### src/rtl/switch_mcu_alu_defs.sv
// Shared definitions for the switch MCU immediate ALU: funct3 codes,
// sequencer states and the immediate bit that selects SRAI over SRLI.
package switch_mcu_alu_defs;

  localparam logic [2:0] F3_ADDI  = 3'b000;
  localparam logic [2:0] F3_SLLI  = 3'b001;
  localparam logic [2:0] F3_SLTI  = 3'b010;
  localparam logic [2:0] F3_SLTIU = 3'b011;
  localparam logic [2:0] F3_XORI  = 3'b100;
  localparam logic [2:0] F3_SRXI  = 3'b101;
  localparam logic [2:0] F3_ORI   = 3'b110;
  localparam logic [2:0] F3_ANDI  = 3'b111;

  // Immediate bit that turns a right shift into an arithmetic one
  localparam int SRAI_SEL_BIT = 10;

  typedef enum logic [1:0] {
    IDLE = 2'd0,
    READ = 2'd1,
    WAIT = 2'd2,
    EXEC = 2'd3
  } state_t;

endpackage

### src/rtl/switch_mcu_alu_imm_dp.sv
// Combinational datapath of the immediate ALU: computes the I-type result
// from the latched funct3/immediate and the register value, and flags
// shift encodings whose upper immediate bits are not allowed.
module switch_mcu_alu_imm_dp
  import switch_mcu_alu_defs::*;
#(
  parameter int XLEN  = 32,
  parameter int IMM_W = 12,
  parameter int SHW   = $clog2(XLEN)
) (
  input  logic [2:0]       funct3,
  input  logic [IMM_W-1:0] imm,
  input  logic [XLEN-1:0]  rs1_val,
  output logic [XLEN-1:0]  result,
  output logic             illegal
);

  // Low immediate bits hold the shift amount; everything above must be
  // zero, except the single SRAI selector bit on right shifts.
  localparam logic [IMM_W-1:0] SHAMT_MASK = IMM_W'((1 << SHW) - 1);
  localparam logic [IMM_W-1:0] SRAI_SEL   = IMM_W'(1) << SRAI_SEL_BIT;

  logic [XLEN-1:0]  imm_sx;
  logic [SHW-1:0]   shamt;
  logic [IMM_W-1:0] imm_hi;

  assign imm_sx = {{(XLEN-IMM_W){imm[IMM_W-1]}}, imm};
  assign shamt  = imm[SHW-1:0];
  assign imm_hi = imm & ~SHAMT_MASK;

  // Select the operation result and decode illegal shift encodings
  always_comb begin
    result  = '0;
    illegal = 1'b0;
    case (funct3)
      F3_ADDI:  result = rs1_val + imm_sx;
      F3_SLTI:  result = {{(XLEN-1){1'b0}}, ($signed(rs1_val) < $signed(imm_sx))};
      F3_SLTIU: result = {{(XLEN-1){1'b0}}, (rs1_val < imm_sx)};
      F3_XORI:  result = rs1_val ^ imm_sx;
      F3_ORI:   result = rs1_val | imm_sx;
      F3_ANDI:  result = rs1_val & imm_sx;
      F3_SLLI: begin
        result  = rs1_val << shamt;
        illegal = (imm_hi != '0);
      end
      F3_SRXI: begin
        if (imm[SRAI_SEL_BIT]) begin
          result = XLEN'($signed(rs1_val) >>> shamt);
        end else begin
          result = rs1_val >> shamt;
        end
        illegal = (imm_hi != '0) && (imm_hi != SRAI_SEL);
      end
      default: ;
    endcase
  end

endmodule

### src/rtl/switch_mcu_alu_imm.sv
// I-type immediate ALU for the switch MCU. A small sequencer reads rs1
// through register-file port 1, waits out the read latency, then writes
// the result back and pulses done. Dropping in_en cancels an op silently.
module switch_mcu_alu_imm
  import switch_mcu_alu_defs::*;
#(
  parameter int XLEN   = 32,
  parameter int REG_AW = 5,
  parameter int IMM_W  = 12,
  parameter int RD_LAT = 1,
  parameter int SHW    = $clog2(XLEN)
) (
  input  logic              in_clk,
  input  logic              in_rst,
  input  logic              in_en,
  input  logic [2:0]        in_funct3,
  input  logic [IMM_W-1:0]  in_imm_type_i,
  input  logic [REG_AW-1:0] in_rs1,
  input  logic [REG_AW-1:0] in_rd,
  input  logic [XLEN-1:0]   in_rdata_1,
  output logic [REG_AW-1:0] out_raddr_1,
  output logic              out_ren_1,
  output logic [REG_AW-1:0] out_waddr,
  output logic              out_wen,
  output logic [XLEN-1:0]   out_wdata,
  output logic              out_busy,
  output logic              out_done,
  output logic              out_illegal
);

  localparam int CNT_W = 3;

  state_t            state, state_nxt;
  logic [CNT_W-1:0]  cnt, cnt_nxt;
  logic [2:0]        funct3_q, funct3_nxt;
  logic [IMM_W-1:0]  imm_q, imm_nxt;
  logic [REG_AW-1:0] rd_q, rd_nxt;

  logic [REG_AW-1:0] raddr_nxt, waddr_nxt;
  logic              ren_nxt, wen_nxt, busy_nxt, done_nxt, illegal_nxt;
  logic [XLEN-1:0]   wdata_nxt;

  logic [XLEN-1:0]   dp_result;
  logic              dp_illegal;

  switch_mcu_alu_imm_dp #(
    .XLEN  (XLEN),
    .IMM_W (IMM_W),
    .SHW   (SHW)
  ) u_dp (
    .funct3  (funct3_q),
    .imm     (imm_q),
    .rs1_val (in_rdata_1),
    .result  (dp_result),
    .illegal (dp_illegal)
  );

  // Next-state and next-output decode; every output defaults to zero so
  // pulses last exactly one cycle and an abort clears everything.
  always_comb begin
    state_nxt   = state;
    cnt_nxt     = cnt;
    funct3_nxt  = funct3_q;
    imm_nxt     = imm_q;
    rd_nxt      = rd_q;
    raddr_nxt   = '0;
    ren_nxt     = 1'b0;
    waddr_nxt   = '0;
    wen_nxt     = 1'b0;
    wdata_nxt   = '0;
    busy_nxt    = 1'b0;
    done_nxt    = 1'b0;
    illegal_nxt = 1'b0;
    case (state)
      IDLE: begin
        if (in_en) begin
          funct3_nxt = in_funct3;
          imm_nxt    = in_imm_type_i;
          rd_nxt     = in_rd;
          raddr_nxt  = in_rs1;
          ren_nxt    = 1'b1;
          busy_nxt   = 1'b1;
          state_nxt  = READ;
        end
      end
      READ: begin
        if (!in_en) begin
          state_nxt = IDLE;
        end else begin
          busy_nxt  = 1'b1;
          cnt_nxt   = CNT_W'(RD_LAT - 1);
          state_nxt = (RD_LAT == 1) ? EXEC : WAIT;
        end
      end
      WAIT: begin
        if (!in_en) begin
          state_nxt = IDLE;
        end else begin
          busy_nxt = 1'b1;
          cnt_nxt  = cnt - CNT_W'(1);
          if (cnt == CNT_W'(1)) begin
            state_nxt = EXEC;
          end
        end
      end
      EXEC: begin
        state_nxt = IDLE;
        if (in_en) begin
          done_nxt    = 1'b1;
          illegal_nxt = dp_illegal;
          wen_nxt     = !dp_illegal && (rd_q != '0);
          waddr_nxt   = rd_q;
          wdata_nxt   = dp_result;
        end
      end
      default: state_nxt = IDLE;
    endcase
  end

  // Sequencer state, wait counter and latched operand fields
  always_ff @(posedge in_clk or negedge in_rst) begin
    if (!in_rst) begin
      state    <= IDLE;
      cnt      <= '0;
      funct3_q <= '0;
      imm_q    <= '0;
      rd_q     <= '0;
    end else begin
      state    <= state_nxt;
      cnt      <= cnt_nxt;
      funct3_q <= funct3_nxt;
      imm_q    <= imm_nxt;
      rd_q     <= rd_nxt;
    end
  end

  // Registered outputs towards the register file and the decoder
  always_ff @(posedge in_clk or negedge in_rst) begin
    if (!in_rst) begin
      out_raddr_1 <= '0;
      out_ren_1   <= 1'b0;
      out_waddr   <= '0;
      out_wen     <= 1'b0;
      out_wdata   <= '0;
      out_busy    <= 1'b0;
      out_done    <= 1'b0;
      out_illegal <= 1'b0;
    end else begin
      out_raddr_1 <= raddr_nxt;
      out_ren_1   <= ren_nxt;
      out_waddr   <= waddr_nxt;
      out_wen     <= wen_nxt;
      out_wdata   <= wdata_nxt;
      out_busy    <= busy_nxt;
      out_done    <= done_nxt;
      out_illegal <= illegal_nxt;
    end
  end

endmodule

### config.mk
export PLATFORM = sky130hd
export DESIGN_NAME = switch_mcu_alu_imm
export DESIGN_NICKNAME = d
export VERILOG_FILES = /design/src/rtl/switch_mcu_alu_defs.sv /design/src/rtl/switch_mcu_alu_imm_dp.sv /design/src/rtl/switch_mcu_alu_imm.sv
export SDC_FILE = /design/constraint.sdc
export NUM_CORES = 1
export LEC_CHECK = 0
export CORE_AREA = 2 2 162 164
export DETAILED_ROUTE_END_ITERATION = 8
export DIE_AREA = 0 0 164 166
export GPL_TIMING_DRIVEN = 0
export PLACE_DENSITY_LB_ADDON = 0.08
export SKIP_LAST_GASP = 1
export SYNTH_ARGS = -nofsm -noshare
export SYNTH_HDL_FRONTEND = slang
export SYNTH_SLANG_ARGS = --single-unit
### constraint.sdc
create_clock -name in_clk -period 3.8 [get_ports in_clk]
set_input_delay 0.76 -clock in_clk [delete_from_list [all_inputs] [get_ports in_clk]]
set_output_delay 0.76 -clock in_clk [all_outputs]
set_load 0.005 [all_outputs]
==> impl_metrics.py <==
metrics = {
    "status": {
        "outcome": "finished clean",
    },
    "global_route": {
        "grt-ovfl-total": 0,
        "grt_pass1_vias": 10483,
        "grt_pass1_wl_um": 68600,
        "grt_antenna_before_repair": 1,
        "grt_usage_pct": 33.7,
        "grt_start_max_net_pins": 70,
    },
    "clock_network": {
        "h-tree-depth": 3,
        "cts.clk_slew.worst_paths_ns": 0.06,
        "ctsHoldBuffers": 0,
        "cts-root-buf": "clkbuf_16",
        "cts_buffer_depth": 2,
        "clock-sinks": 72,
        "cts_tree": "yes",
        "worstSkewPairLatency_ns": 0.34,
        "numCtsBuffers": 9,
    },
    "placed_design": {
        "place_congestion": 1.02,
        "dpl_cell_area_um2": 11600,
        "place_ws_ns": -0.892,
        "portBuffers": 106,
        "hpwl_um": 36900,
    },
    "setup_path": {
        "worst_ep_arrival_time_ns": 3.98,
        "startpoint": "imm_q[1]",
        "crit_slowest_cell": "a211oi_4",
        "cp.required_ns": 4.01,
        "critical_path_buf_inv_count": 4,
        "crit_fanout": 19,
        "cp-start-kind": "register",
        "cp_top_family": "compound AO/OA/AOI/OAI gates",
        "regToRegSetupSlack_ns": 0.03,
        "path_cells": "buf_6, buf_12, buf_4, inv_1, ha_1, a21oi_1, o211ai_2, nand4_1, a211oi_4, o21ai_4, o31ai_4, xnor2_1, a221oi_2",
        "crit_type": "register to register",
        "critical-path-max-stage-delay_ns": 0.43,
        "worstReg2RegStart": "imm_q[1]",
        "end_kind": "register",
    },
    "sta": {
        "fin_tns_setup_ns": 0,
        "finalMaxSlewViolations": 0,
        "fin_crit_sh_pct": 99.2,
        "finalSetupViolations": 0,
        "tightest_slew_ns": 0.902,
        "slew_headroom_pct": 39.9,
        "finalClockSkew_ns": 0.0109,
        "finalCriticalPeriod_ns": 3.77,
        "hold_violations": 0,
        "timing.fmax_mhz": 265,
        "holdWs_ns": 0.215,
        "setup_ws_ns": 0.0307,
    },
    "floorplanning": {
        "die_y_um": 166,
        "die_area_um2": 27200,
        "io_pins": 107,
        "core_area_um2": 25600,
        "start_util_pct": 39.3,
        "rows": 59,
        "die_w_um": 164,
    },
    "final_layout": {
        "syn_to_final_growth_pct": 19.3,
        "nets": 1544,
        "final_area_um2": 12000,
        "drive_gt1_share_pct": 11.3,
        "antennaDiodeCount": 0,
    },
    "run": {
        "drv_cap": 0,
    },
    "logic_synthesis": {
        "netlist_area_um2": 10100,
        "yosysTopAreaCell": "dfrtp_1",
        "synth_top_flop_cell": "dfrtp_1",
        "synth_fp_nets": 1422,
        "ys_warn_count": 0,
        "synthArstFlopShare_pct": 100,
        "synth_edf_count": 0,
        "synth_cell_types": 86,
        "synth_top_area_share_pct": 17.9,
        "ys_seq_area_share_pct": 17.9,
        "ys_ff_latch": 72,
        "yosys-top-cells-area": "dfrtp_1 (18%), ha_1 (13%), mux4_2 (7.4%)",
        "synthCells": 1258,
        "syn_area_per_cell_um2": 8.00,
    },
    "pwr": {
        "powerDensity_nw_per_um2": 932,
        "power_w": 0.0112,
        "leakagePower_nw": 5.31,
        "ir_drop_mv": 0.521,
    },
    "routing": {
        "vias": 10831,
        "first_pass_iters": 6,
        "via_per_inst": 6.30,
        "wire_per_inst_um": 26.8,
        "drt_iter0_markers": 1239,
        "route.detailed.drc": 0,
        "antenna_left": 0,
        "wirelength_um": 46100,
    },
    "hold_path": {
        "hp-class": "primary input to asynchronous set/reset pin",
    },
}
==> logic make-up (layout without fill, tap and decap cells) <==
group	after synthesis	count (layout)	synth area share [%]
buf+inv	181	308	7.98
mux	127	127	17.4
fa+ha+maj	104	104	13.0
simple gates	338	338	15.0
compound gates	412	412	26.7
xor+xnor	24	24	2.09
flops	72	72	17.9
==> per-layer routing <==
layer	track usage [%]	up-vias	routed length, um
li1	-	4841	-
met1	46.8	5269	19500
met2	53.7	611	20900
met3	4.47	110	3850
met4	11.2	0	1850
met5	0	-	0
==> cell usage after synthesis (4+ instances only) <==
| master | count |
|---|---|
| ha_1 | 103 |
| nor3_1 | 15 |
| or3_1 | 4 |
| nand2b_1 | 8 |
| mux4_2 | 33 |
| clkbuf_1 | 57 |
| a21oi_1 | 126 |
| buf_6 | 4 |
| nand4_1 | 7 |
| xor2_1 | 6 |
| buf_2 | 16 |
| o21bai_1 | 10 |
| mux2i_1 | 61 |
| a21o_1 | 19 |
| a211oi_1 | 34 |
| nor2_1 | 132 |
| or4_1 | 4 |
| buf_1 | 10 |
| nand2_1 | 108 |
| o221ai_1 | 21 |
| o22ai_1 | 10 |
| nand3_1 | 15 |
| o21ai_0 | 97 |
| a221oi_1 | 10 |
| mux2_2 | 26 |
| a22oi_1 | 4 |
| nor2b_1 | 5 |
| a31oi_1 | 11 |
| buf_4 | 12 |
| and3_1 | 17 |
| dfrtp_1 | 72 |
| xnor2_1 | 18 |
| nor4_1 | 8 |
| and2_1 | 4 |
| o211ai_1 | 10 |
| inv_1 | 76 |
| o21ai_1 | 7 |
==> worst reg2reg max path: stages (launching register included) <==
cell      delay [ns]
dfrtp_1         0.37
buf_6           0.17
buf_12          0.19
buf_4           0.25
inv_1           0.18
ha_1            0.38
a21oi_1         0.12
o211ai_2        0.30
nand4_1         0.27
a211oi_4        0.43
o21ai_4         0.16
o31ai_4         0.28
xnor2_1         0.16
a221oi_2        0.38
==> metrics by stage <==
step                      cells  utilization (%)
after global routing       1720             46.9
final                      1720             46.9
after CTS                  1713             46.5
after floorplan            1258                -
after global placement     1699             45.1
after detailed placement   1701             45.3
==> final cells by class <==
type                            instances  area (um^2)
Multi-Input combinational cell       1005         7500
Clock inverter                          6         68.8
Clock buffer                           10          229
Inverter                               80          313
Timing Repair inverter                  1         5.00
Fill cell                            2621        13600
Tap cell                              335          419
Sequential cell                        72         1810
Timing Repair Buffer                  117         1190
Buffer                                 94          480
==> registers in the layout, indices dropped and copies added (netlist names) <==
signal and cells:
out_wdata 32, out_illegal 1, cnt 3, funct3_q 3, out_wen 1, state 2, out_waddr 5, out_busy 1
imm_q 12, rd_q 5, out_raddr_1 5, out_ren_1 1, out_done 1
==> repair_timing <==
| item | 4_1_cts | 5_1_grt |
|---|---|---|
| gates cloned | 1 | 0 |
| pin swaps | 1 | 5 |
| gates resized for setup | 18 | 18 |
| setup endpoints to repair | 19 | 7 |
| buffers inserted | 1 | 8 |
==> final timing paths <==
check	to	cells after the start
max in group asynchronous	imm_q[11]	2
max	out_wdata[27]	13
min reg2reg	cnt[1]	2
max reg2reg	out_wdata[27]	13
min in group in_clk	cnt[1]	2
min	out_wdata[31]	1
==> cells in the final DEF (no fill, tap or decap), types with 5 or more instances in the layout <==
master / Yosys / final
dfrtp_1: 72 / 71
mux2_2: 26 / 26
nand2_1: 108 / 108
a221oi_1: 10 / 8
nand2b_1: 8 / 8
a21oi_1: 126 / 126
buf_1: 10 / 9
dlygate4sd2_1: 0 / 9
o21bai_1: 10 / 10
clkbuf_1: 57 / 52
o21ai_1: 7 / 7
nor2b_1: 5 / 5
xnor2_1: 18 / 18
a31oi_1: 11 / 10
clkdlybuf4s50_1: 0 / 86
nor4_1: 8 / 8
a211oi_1: 34 / 33
mux4_2: 33 / 33
nor3_1: 15 / 14
dlymetal6s2s_1: 0 / 10
o22ai_1: 10 / 10
a221oi_2: 3 / 5
a21o_1: 19 / 19
o211ai_1: 10 / 10
mux2i_1: 61 / 61
and3_1: 17 / 17
o221ai_1: 21 / 21
inv_1: 76 / 74
nor2_1: 132 / 132
buf_4: 12 / 24
clkbuf_16: 0 / 9
ha_1: 103 / 103
nand4_1: 7 / 7
buf_2: 16 / 13
nand3_1: 15 / 15
o21ai_0: 97 / 97
xor2_1: 6 / 6
==> power by group <==
group	total [W]	internal, W	leakage [nW]	switching (W)
Clock	0.000852	0.000512	0.143	0.000340
Combinational	0.00917	0.00318	4.21	0.00599
Sequential	0.00118	0.000979	0.954	0.000198
Power figures use the tool's default switching activity.
